[config.mk]
export PLATFORM = sky130hd
export DESIGN_NAME = vga_arbmod_flat
export DESIGN_NICKNAME = d
export VERILOG_FILES = /design/src/rtl/vga_arb_pkg.sv /design/src/rtl/vga_arbmod_if.sv /design/src/rtl/vga_arbmod_rrpick.sv /design/src/rtl/vga_arbmod.sv /design/src/flat_wrapper.sv
export SDC_FILE = /design/constraint.sdc
export NUM_CORES = 1
export LEC_CHECK = 0
export CAP_MARGIN = 15
export CORE_MARGIN = 2
export CORE_UTILIZATION = 44
export DETAILED_ROUTE_END_ITERATION = 7
export HOLD_SLACK_MARGIN = 0.03
export PLACE_DENSITY = 0.87
export SLEW_MARGIN = 15
export SYNTH_ARGS = -nofsm -noshare
export SYNTH_HDL_FRONTEND = slang
export SYNTH_HIERARCHICAL = 1
export SYNTH_SLANG_ARGS = --single-unit
[constraint.sdc]
create_clock -name CLOCK -period 4.6 [get_ports CLOCK]
set_input_delay 1.15 -clock CLOCK [delete_from_list [all_inputs] [get_ports CLOCK]]
set_output_delay 1.15 -clock CLOCK [all_outputs]
set_load 0.02 [all_outputs]
[src/rtl/vga_arb_pkg.sv]
// -----------------------------------------------------------------------------
// vga_arb_pkg
// Shared types and defaults for the VGA frame-store write arbiter.
//   arbState_e      : arbiter FSM state (IDLE, GRANT, HOLD)
//   DW_DEF          : default pixel data width
//   MAX_BURST_DEF   : default maximum words per grant (one VGA line)
//   onehot_to_index : index of the set bit of a one-hot vector (up to 8 bits)
// -----------------------------------------------------------------------------
package vga_arb_pkg;

    typedef enum logic [1:0] {
        IDLE  = 2'd0,
        GRANT = 2'd1,
        HOLD  = 2'd2
    } arbState_e;

    localparam int DW_DEF        = 16;
    localparam int MAX_BURST_DEF = 640;

    // Returns the position of the set bit; 0 for an all-zero vector.
    function automatic logic [2:0] onehot_to_index(input logic [7:0] oh);
        logic [2:0] idx;
        idx = '0;
        for (int i = 0; i < 8; i++) begin
            if (oh[i]) idx = 3'(i);
        end
        return idx;
    endfunction

endpackage

[src/rtl/vga_arbmod_if.sv]
// -----------------------------------------------------------------------------
// vga_arbmod_if
// Bus between the drawing engines / frame store and the write arbiter.
//   iReq, iValid, iLast, iData : requester side (driven by the engines)
//   oGrant                     : one-hot grant, also the per-requester ready
//   oEn, oData                 : frame-store write port
//   oBusy, oCount              : grant held / words moved in current burst
//   oTimeout                   : forced-release pulse (VGA_ARBMOD_TIMEOUT_EN)
// Handshake: a word moves on a CLOCK edge where iValid[k] & oGrant[k] are
// both high; iData/iLast of requester k are only meaningful in that case.
// modports: master = engines/frame-store side, slave = arbiter side.
// -----------------------------------------------------------------------------
interface vga_arbmod_if #(
    parameter int NUM_REQ = 3,
    parameter int DW      = 16,
    parameter int CW      = 10
);
    logic [NUM_REQ-1:0]    iReq;
    logic [NUM_REQ-1:0]    iValid;
    logic [NUM_REQ-1:0]    iLast;
    logic [NUM_REQ*DW-1:0] iData;
    logic [NUM_REQ-1:0]    oGrant;
    logic                  oEn;
    logic [DW-1:0]         oData;
    logic                  oBusy;
    logic [CW-1:0]         oCount;
`ifdef VGA_ARBMOD_TIMEOUT_EN
    logic                  oTimeout;
`endif

    modport master (
        output iReq, iValid, iLast, iData,
        input  oGrant, oEn, oData, oBusy, oCount
`ifdef VGA_ARBMOD_TIMEOUT_EN
        , input oTimeout
`endif
    );

    modport slave (
        input  iReq, iValid, iLast, iData,
        output oGrant, oEn, oData, oBusy, oCount
`ifdef VGA_ARBMOD_TIMEOUT_EN
        , output oTimeout
`endif
    );
endinterface

[src/rtl/vga_arbmod_rrpick.sv]
// -----------------------------------------------------------------------------
// vga_rrpickmod
// Combinational round-robin picker. Searches iReq starting at iPtr+1
// (mod NUM_REQ), so the requester at iPtr has lowest priority.
//   iReq    : request vector
//   iPtr    : index of the most recently served requester
//   oWinOh  : one-hot winner (zero when nobody requests)
//   oWinIdx : winner index
//   oAny    : any request present
// -----------------------------------------------------------------------------
module vga_rrpickmod #(
    parameter int NUM_REQ = 3,
    parameter int IW      = 2
) (
    input  logic [NUM_REQ-1:0] iReq,
    input  logic [IW-1:0]      iPtr,
    output logic [NUM_REQ-1:0] oWinOh,
    output logic [IW-1:0]      oWinIdx,
    output logic               oAny
);
    int   cand;
    logic found;

    always_comb begin
        oWinOh  = '0;
        oWinIdx = '0;
        oAny    = |iReq;
        found   = 1'b0;
        cand    = 0;
        for (int i = 1; i <= NUM_REQ; i++) begin
            cand = int'(iPtr) + i;
            if (cand >= NUM_REQ) cand = cand - NUM_REQ;
            if (!found && iReq[IW'(cand)]) begin
                found               = 1'b1;
                oWinOh[IW'(cand)]   = 1'b1;
                oWinIdx             = IW'(cand);
            end
        end
    end
endmodule

[src/rtl/vga_arbmod.sv]
// -----------------------------------------------------------------------------
// vga_arbmod
// Round-robin, burst-locked write arbiter in front of the vga_basemod write
// side. A granted requester keeps the single pixel write path until its burst
// ends (iLast or MAX_BURST words); then the pointer moves to it so it becomes
// lowest priority for the next pick.
// Ports:
//   CLOCK  : 100 MHz system clock
//   RESET  : asynchronous, active-high
//   bus    : vga_arbmod_if.slave (requests, data, grant, write port, status)
//   oState : current FSM state, for debug/checkers
// Optional: define VGA_ARBMOD_TIMEOUT_EN to add parameter TIMEOUT and the
// oTimeout output; a grant idle for TIMEOUT cycles is then force-released.
// Timing: iReq sampled in IDLE -> GRANT -> HOLD, oGrant visible 2 cycles after
// iReq. Each transfer shows up on oEn/oData one cycle later.
// -----------------------------------------------------------------------------
module vga_arbmod
    import vga_arb_pkg::*;
#(
    parameter int NUM_REQ   = 3,
    parameter int DW        = DW_DEF,
    parameter int MAX_BURST = MAX_BURST_DEF,
    parameter int CW        = 10
`ifdef VGA_ARBMOD_TIMEOUT_EN
    , parameter int TIMEOUT = 64
`endif
) (
    input  logic      CLOCK,
    input  logic      RESET,
    vga_arbmod_if.slave bus,
    output arbState_e oState
);
    localparam int IW = (NUM_REQ > 1) ? $clog2(NUM_REQ) : 1;
    localparam logic [CW-1:0] CNT_LAST = CW'(MAX_BURST - 1);
    localparam logic [CW-1:0] CNT_SAT  = CW'(MAX_BURST);

    arbState_e          state, stateNext;
    logic [NUM_REQ-1:0] winOh, pickOhQ, grantQ;
    logic [IW-1:0]      winIdx, pickIdxQ, ptrQ, curIdx;
    logic               anyReq, xfer, lastHit, capHit, burstEnd;
    logic               enQ, busyQ;
    logic [DW-1:0]      dataQ, curData;
    logic [CW-1:0]      countQ;

    vga_rrpickmod #(.NUM_REQ(NUM_REQ), .IW(IW)) uPick (
        .iReq   (bus.iReq),
        .iPtr   (ptrQ),
        .oWinOh (winOh),
        .oWinIdx(winIdx),
        .oAny   (anyReq)
    );

    // Index of the current owner; only meaningful while grantQ is non-zero.
    assign curIdx  = IW'(onehot_to_index(8'(grantQ)));
    assign curData = bus.iData[int'(curIdx)*DW +: DW];
    assign xfer    = (state == HOLD) && |(bus.iValid & grantQ);
    assign lastHit = bus.iLast[curIdx];
    assign capHit  = (countQ == CNT_LAST);

`ifdef VGA_ARBMOD_TIMEOUT_EN
    localparam int TW = (TIMEOUT > 2) ? $clog2(TIMEOUT) : 1;
    logic [TW-1:0] idleCntQ;
    logic          timeoutHit, timeoutQ;

    assign timeoutHit = (state == HOLD) && !xfer && (idleCntQ == TW'(TIMEOUT - 1));
    assign burstEnd   = (xfer && (lastHit || capHit)) || timeoutHit;

    // Cycles in HOLD since the last transfer.
    always_ff @(posedge CLOCK or posedge RESET) begin
        if (RESET) begin
            idleCntQ <= '0;
            timeoutQ <= 1'b0;
        end else begin
            timeoutQ <= timeoutHit;
            if (state != HOLD || xfer) idleCntQ <= '0;
            else                       idleCntQ <= idleCntQ + 1'b1;
        end
    end
    assign bus.oTimeout = timeoutQ;
`else
    assign burstEnd = xfer && (lastHit || capHit);
`endif

    // FSM state register.
    always_ff @(posedge CLOCK or posedge RESET) begin
        if (RESET) state <= IDLE;
        else       state <= stateNext;
    end

    // FSM next state.
    always_comb begin
        stateNext = state;
        case (state)
            IDLE:    if (anyReq) stateNext = GRANT;
            GRANT:   stateNext = HOLD;
            HOLD:    if (burstEnd) stateNext = IDLE;
            default: stateNext = IDLE;
        endcase
    end

    // Grant, pointer, counter and write-port pipeline.
    always_ff @(posedge CLOCK or posedge RESET) begin
        if (RESET) begin
            pickOhQ  <= '0;
            pickIdxQ <= '0;
            grantQ   <= '0;
            ptrQ     <= '0;
            busyQ    <= 1'b0;
            countQ   <= '0;
            enQ      <= 1'b0;
            dataQ    <= '0;
        end else begin
            enQ <= xfer;
            if (xfer) dataQ <= curData;

            if (state == IDLE && anyReq) begin
                pickOhQ  <= winOh;
                pickIdxQ <= winIdx;
            end

            if (state == GRANT) begin
                grantQ <= pickOhQ;
                busyQ  <= 1'b1;
                countQ <= '0;
            end else if (xfer && countQ != CNT_SAT) begin
                countQ <= countQ + 1'b1;
            end

            if (burstEnd) begin
                grantQ <= '0;
                busyQ  <= 1'b0;
                ptrQ   <= pickIdxQ;
            end
        end
    end

    assign bus.oGrant = grantQ;
    assign bus.oEn    = enQ;
    assign bus.oData  = dataQ;
    assign bus.oBusy  = busyQ;
    assign bus.oCount = countQ;
    assign oState     = state;
endmodule

[src/flat_wrapper.sv]
// flat-port wrapper written by rule: the top's interface ports become plain ports
module vga_arbmod_flat import vga_arb_pkg::*;
#(
    parameter int NUM_REQ   = 3,
    parameter int DW        = DW_DEF,
    parameter int MAX_BURST = MAX_BURST_DEF,
    parameter int CW        = 10

)
  (CLOCK, RESET, oState, bus_iReq, bus_iValid, bus_iLast, bus_iData, bus_oGrant, bus_oEn, bus_oData, bus_oBusy, bus_oCount);
  vga_arbmod_if #(.NUM_REQ(NUM_REQ), .DW(DW), .CW(CW)) bus_i ();
  input  logic CLOCK;
  input  logic RESET;
  output arbState_e oState;
  input wire logic [$bits(bus_i.iReq)-1:0] bus_iReq;
  input wire logic [$bits(bus_i.iValid)-1:0] bus_iValid;
  input wire logic [$bits(bus_i.iLast)-1:0] bus_iLast;
  input wire logic [$bits(bus_i.iData)-1:0] bus_iData;
  output wire logic [$bits(bus_i.oGrant)-1:0] bus_oGrant;
  output wire logic [$bits(bus_i.oEn)-1:0] bus_oEn;
  output wire logic [$bits(bus_i.oData)-1:0] bus_oData;
  output wire logic [$bits(bus_i.oBusy)-1:0] bus_oBusy;
  output wire logic [$bits(bus_i.oCount)-1:0] bus_oCount;
  assign bus_i.iReq = bus_iReq;
  assign bus_i.iValid = bus_iValid;
  assign bus_i.iLast = bus_iLast;
  assign bus_i.iData = bus_iData;
  assign bus_oGrant = bus_i.oGrant;
  assign bus_oEn = bus_i.oEn;
  assign bus_oData = bus_i.oData;
  assign bus_oBusy = bus_i.oBusy;
  assign bus_oCount = bus_i.oCount;
  vga_arbmod #(.NUM_REQ(NUM_REQ), .DW(DW), .MAX_BURST(MAX_BURST), .CW(CW)) u_core (.CLOCK(CLOCK), .RESET(RESET), .bus(bus_i), .oState(oState));
endmodule
==> impl_metrics.toml, run 1 <==
[status]
status = "finished clean"

[clock_network]
cts_setup_buffers = 0
post_cts_resized = 0
max-clock-path-buffers = 2
clock-sinks = 40
path_clk_slew_ns = 0.07
root_buffer = "clkbuf_8"
hold_buffers = 0
cts_tree = "built"
numCtsBuffers = 5
htreeDepth = 2
clk_latency_ns = 0.30

[sta]
setup-violations-final = 0
rsz0062_at_grt = "false"
max_slew_margin = 0.503
hold_viol = 0
maxSlewViolCount = 0
setup_tns_ns = 0
tightest_slew_ns = 0.743
post-route-min-period_ns = 2.98
skew_ns = 0.00840
period_share = 0.648
fmax_mhz = 336

[synth]
synthCells = 260
yosysSeqAreaShare = 0.415
synth_top_cell_by_area = "dfrtp_1"
yosysTopAreaCellShare = 0.415
synthMostInstantiatedCell = "dfrtp_1"
synthFlopType = "dfrtp_1"
synth_commonest_cells = "dfrtp_1 (40), nand2_1 (29), a21oi_1 (25), o21ai_0 (25), nor2_1 (22)"
synth-edff-count = 0
yosys_warnings = 6
synthTopCellsByArea = "dfrtp_1 (42%), mux2i_1 (8.7%), a21oi_1 (5.2%)"
synth_area_sq_um = 2410
syn_nets = 327
synth_cell_types = 46
avgSynthCellArea_sq_um = 9.27
synth-seq-cells = 40
async_flop_share = 1.00

[detailed_routing]
drtPass1Iterations = 4
drc = 0
antenna_left = 0
drtIter0Drc = 75
totalWireLength_microns = 6150
vias = 2220
viasPerCell = 5.34
wl_per_cell_microns = 14.8

[power]
peakVddDrop_uv = 343
powerDensity_nw_per_um2 = 541
leakage_nw = 1.41
power.total_mw = 1.86

[cells_and_area]
drive_above_1_share = 0.0694
nFillCells = 433
syn_to_final_growth_pct = 42.3
nets = 412
fin_cells = 416
final-seq-area_sq_um = 1000
n_antenna_cell = 0
utilization = 0.659
multi_input_area_sq_um = 1270

[global_routing]
grt_max_degree = 41
grt_pass1_wl_microns = 9870
grt_use_total = 0.203
grt_pass1_vias = 2125
antenna_found_initial = 0
overflow = 0

[floorplanning]
core_sq_um = 5200
die_h_microns = 78.0
ios = 92
die_x_microns = 78.0
rows = 26
dieArea_sq_um = 6080
initial_core_util = 0.463

[place]
hpwl_microns = 4460
portBuffers = 91
place_congestion = 0.853
dp_cells = 408

[worst_setup_path]
crit_path_start_kind = "input pin"
startpoint = "bus_iValid[0]"
regToRegEndpoint = "u_core/pickIdxQ[0]$_DFFE_PP0P_"
crit_end = "u_core/ptrQ[1]$_DFFE_PP0P_"
endpoint_kind = "register"
r2r-start = "u_core/ptrQ[0]$_DFFE_PP0P_"
path_class = "input pin to register"
r2r_cells = 6
worstPathRequired_ns = 4.78
worstPathArrival_ns = 3.16
crit_fanout = 37
rrSetupSlack_ns = 2.28

[job]
max-cap-violations = 0

[hold_path]
hold_class = "register to register"
## layout by cell type, fill, tap and decap left out, drive strengths merged, types with 6 or more instances in the layout
cell type	count
nand2b	6
a21oi	25
o21ai	26
nand3	10
inv	8
ha	8
nand2	29
dfrtp	40
mux2	7
clkbuf	6
clkdlybuf4s50	91
nor2	22
mux2i	21
## where the power goes
| part | internal (mW) | leakage, nW | switching, mW |
|---|---|---|---|
| Sequential | 0.476 | 0.519 | 0.0943 |
| Combinational | 0.476 | 0.845 | 0.563 |
| Clock | 0.121 | 0.0434 | 0.126 |
| Total | 1.07 | 1.41 | 0.783 |
## logic make-up (layout without fill, tap and decap cells)
kind of cell / count (synthesis) / in the layout / synth area share
AOI/OAI and AO/OA: 68 / 68 / 0.169
xor gates and xnor gates: 4 / 4 / 0.0145
adders and majority gates: 8 / 8 / 0.0415
buffers and inverters: 25 / 111 / 0.0571
DFF: 40 / 40 / 0.415
muxes: 28 / 28 / 0.123
and+or+nand+nor: 87 / 87 / 0.180
## critical path, stage by stage
cell             delay (ns)
clkdlybuf4s50_1        0.41
a222oi_1               0.54
or2_1                  0.18
buf_4                  0.29
inv_2                  0.13
o21a_4                 0.17
mux2_4                 0.29
## worst min path at each step
stage                                                start                          endpoint  slack (ns)  depth (start not counted)
after floorplan             u_core/pickIdxQ[0]$_DFFE_PP0P_        u_core/ptrQ[0]$_DFFE_PP0P_        0.48                          1
after global placement    u_core/bus.oData[14]$_DFFE_PP0P_  u_core/bus.oData[14]$_DFFE_PP0P_        0.46                          2
after detailed placement   u_core/bus.oData[8]$_DFFE_PP0P_   u_core/bus.oData[8]$_DFFE_PP0P_        0.47                          2
after CTS                  u_core/bus.oData[8]$_DFFE_PP0P_   u_core/bus.oData[8]$_DFFE_PP0P_        0.49                          2
after global routing      u_core/bus.oData[15]$_DFFE_PP0P_  u_core/bus.oData[15]$_DFFE_PP0P_        0.51                          2
final                     u_core/bus.oData[15]$_DFFE_PP0P_  u_core/bus.oData[15]$_DFFE_PP0P_        0.48                          2
## through the flow
| stage | hold WS (ns) | worst slack (ns) | area, sq um |
|---|---|---|---|
| after floorplan | 0.477 | 2.11 | 2410 |
| after global placement | 0.463 | 1.38 | 3330 |
| after detailed placement | 0.470 | 1.34 | 3330 |
| after CTS | 0.488 | 1.64 | 3430 |
| after global routing | 0.509 | 1.46 | 3430 |
| final | 0.482 | 1.62 | 3430 |
## layout make-up
class | instances | area share
inverters | 8 | 0.00876
repair buffers | 95 | 0.274
clock buffers | 6 | 0.0241
multi-input cells | 195 | 0.371
well taps | 70 | 0.0255
clock inverters | 2 | 0.00438
flip-flops and latches | 40 | 0.292
## state kept, by name, summed over array words and instances (netlist names), 2 cells and up
signal             flops
u_core/bus.oData      16
u_core/bus.oCount     10
u_core/bus.oGrant      3
u_core/pickOhQ         3
u_core/oState          2
u_core/pickIdxQ        2
u_core/ptrQ            2
## per-layer routing
layer  routed length, microns  GRT usage
met5                        0          0
met4                       45     0.0491
met3                      547     0.0616
met2                     2900      0.339
met1                     2660      0.260
(Power assumes the default switching activity.)
==> run 2: changes to the inputs <==
- CORE_UTILIZATION: 44 -> 40
- PLACE_DENSITY: 0.87 -> 0.84
- clock period: 4.6 -> 2.6 ns (I/O delays scaled with it)
==> run 2 against run 1 <==
  * Design area rose by 0.47%
  * Global-route usage shrank 2.0 points
  * Largest power group unchanged
  * Largest cell class unchanged
  * Via count rose by 1.8%
==> impl_metrics.toml, run 2 (synthesis results as in run 1) <==
[floorplanning]
die_x_microns = 81.6
die_h_microns = 81.6
rows = 28
dieArea_sq_um = 6660
initial_core_util = 0.409
ios = 92
core_sq_um = 5890

[cells_and_area]
nFillCells = 517
syn_to_final_growth_pct = 42.9
final-seq-area_sq_um = 1000
n_antenna_cell = 0
nets = 416
fin_cells = 424
largest_reg_flops = 16
layout_commonest_cell = "clkdlybuf4s50_1"
final_cell_mix = "clkdlybuf4s50_1 (91), dfrtp_1 (40), nand2_1 (29)"
drive_above_1_share = 0.0745
multi_input_area_sq_um = 1270

[sta]
skew_ns = 0.00370
hold_viol = 0
maxSlewViolCount = 0
rsz0062_at_grt = "false"
post-route-min-period_ns = 2.29
setup-violations-final = 0
setup_tns_ns = 0
tightest_slew_ns = 0.774
max_slew_margin = 0.483
fmax_mhz = 436
period_share = 0.881

[hold_path]
hold_class = "register to register"
hold_path_depth = 2
hold_path_startpoint = "u_core/bus.oData[2]$_DFFE_PP0P_"

[place]
place_congestion = 0.884
hpwl_microns = 4840
portBuffers = 91
dp_cells = 417

[global_routing]
overflow = 0
grt_use_total = 0.183
grt_max_degree = 41
grt_pass1_wl_microns = 9400
antenna_found_initial = 0
grt_pass1_vias = 1977

[detailed_routing]
drtIter0Drc = 77
vias = 2261
totalWireLength_microns = 6390
wl_per_cell_microns = 15.1
drc = 0
drtPass1Iterations = 4
viasPerCell = 5.33
antenna_left = 0

[clock_network]
numCtsBuffers = 5
htreeDepth = 2
root_buffer = "clkbuf_8"
clk_latency_ns = 0.28
path_clk_slew_ns = 0.07
max-clock-path-buffers = 2
hold_buffers = 0
post_cts_resized = 0
cts_setup_buffers = 0
cts_tree = "built"
clock-sinks = 40

[worst_setup_path]
r2r-start = "u_core/ptrQ[1]$_DFFE_PP0P_"
worstPathArrival_ns = 2.50
crit_path_start_kind = "input pin"
startpoint = "bus_iValid[0]"
endpoint_kind = "register"
r2r_cells = 7
crit_fanout = 36
path_class = "input pin to register"
worstPathRequired_ns = 2.81

[job]
max-cap-violations = 0

[power]
powerDensity_nw_per_um2 = 941
peakVddDrop_uv = 503
leakage_nw = 1.42

[status]
status = "finished clean"
==> run 2: cell count changes in the layout (fill, tap and decap cells not counted), sizes merged <==
cell and change:
buf +4, clkinvlp -2, clkinv +1
==> run 2: area by class of cell <==
class / count / area share
Multi-Input combinational cell: 195 / 0.369
Sequential cell: 40 / 0.291
Timing Repair Buffer: 99 / 0.282
Tap cell: 75 / 0.0272
Clock buffer: 6 / 0.0211
Inverter: 8 / 0.00872
Clock inverter: 1 / 0.00145
==> run 2: worst paths after layout <==
path | to | slack [ns]
max | u_core/bus.oCount[1]$_DFFE_PP0P_ | 0.31
min | u_core/bus.oData[2]$_DFFE_PP0P_ | 0.49
max reg2reg | u_core/pickOhQ[0]$_DFFE_PP0P_ | 0.40
min reg2reg | u_core/bus.oData[2]$_DFFE_PP0P_ | 0.49
max in group asynchronous | u_core/oState[1]$_DFFE_PP0P_ | 1.45
min in group asynchronous | u_core/bus.oData[4]$_DFFE_PP0P_ | 0.80
==> run 2: report_power, final <==
group / internal [mW] / switching [mW] / total, mW
combinational: 0.853 / 0.995 / 1.85
clock: 0.182 / 0.198 / 0.380
sequential: 0.842 / 0.169 / 1.01
==> run 2: per-stage QoR <==
| stage | power, mW | util | cell area [sq um] | hold slack (ns) | setup WS [ns] |
|---|---|---|---|---|---|
| 6_report | 3.24 | 0.585 | 3440 | 0.486 | 0.309 |
| 2_1_floorplan | 2.22 | - | 2410 | 0.477 | 0.611 |
| 3_3_place_gp | 2.80 | 0.572 | 3370 | 0.463 | 0.145 |
| 5_1_grt | 3.48 | 0.585 | 3440 | 0.516 | 0.180 |
| 3_5_place_dp | 2.88 | 0.572 | 3370 | 0.473 | 0.0716 |
| 4_1_cts | 3.27 | 0.585 | 3440 | 0.490 | 0.372 |
==> run 2: metal layers <==
metal	global-route usage	up-vias	routed length (microns)
li1	-	1101	-
met1	0.223	1061	2470
met2	0.316	97	3160
met3	0.0648	2	751
met4	0.0333	0	19
met5	0	-	0
==> run 2: worst max-delay path, cell delays in order <==
cell             delay [ns]
clkdlybuf4s50_1        0.40
a222oi_1               0.61
or2_1                  0.23
buf_4                  0.31
o21ai_0                0.15
a21oi_1                0.15
==> run 3: changes to the inputs <==
- CTS_CLUSTER_DIAMETER: not set -> 120
==> results of run 3 <==
Same layout as run 2: the final DEF is identical, and so are final timing and power.
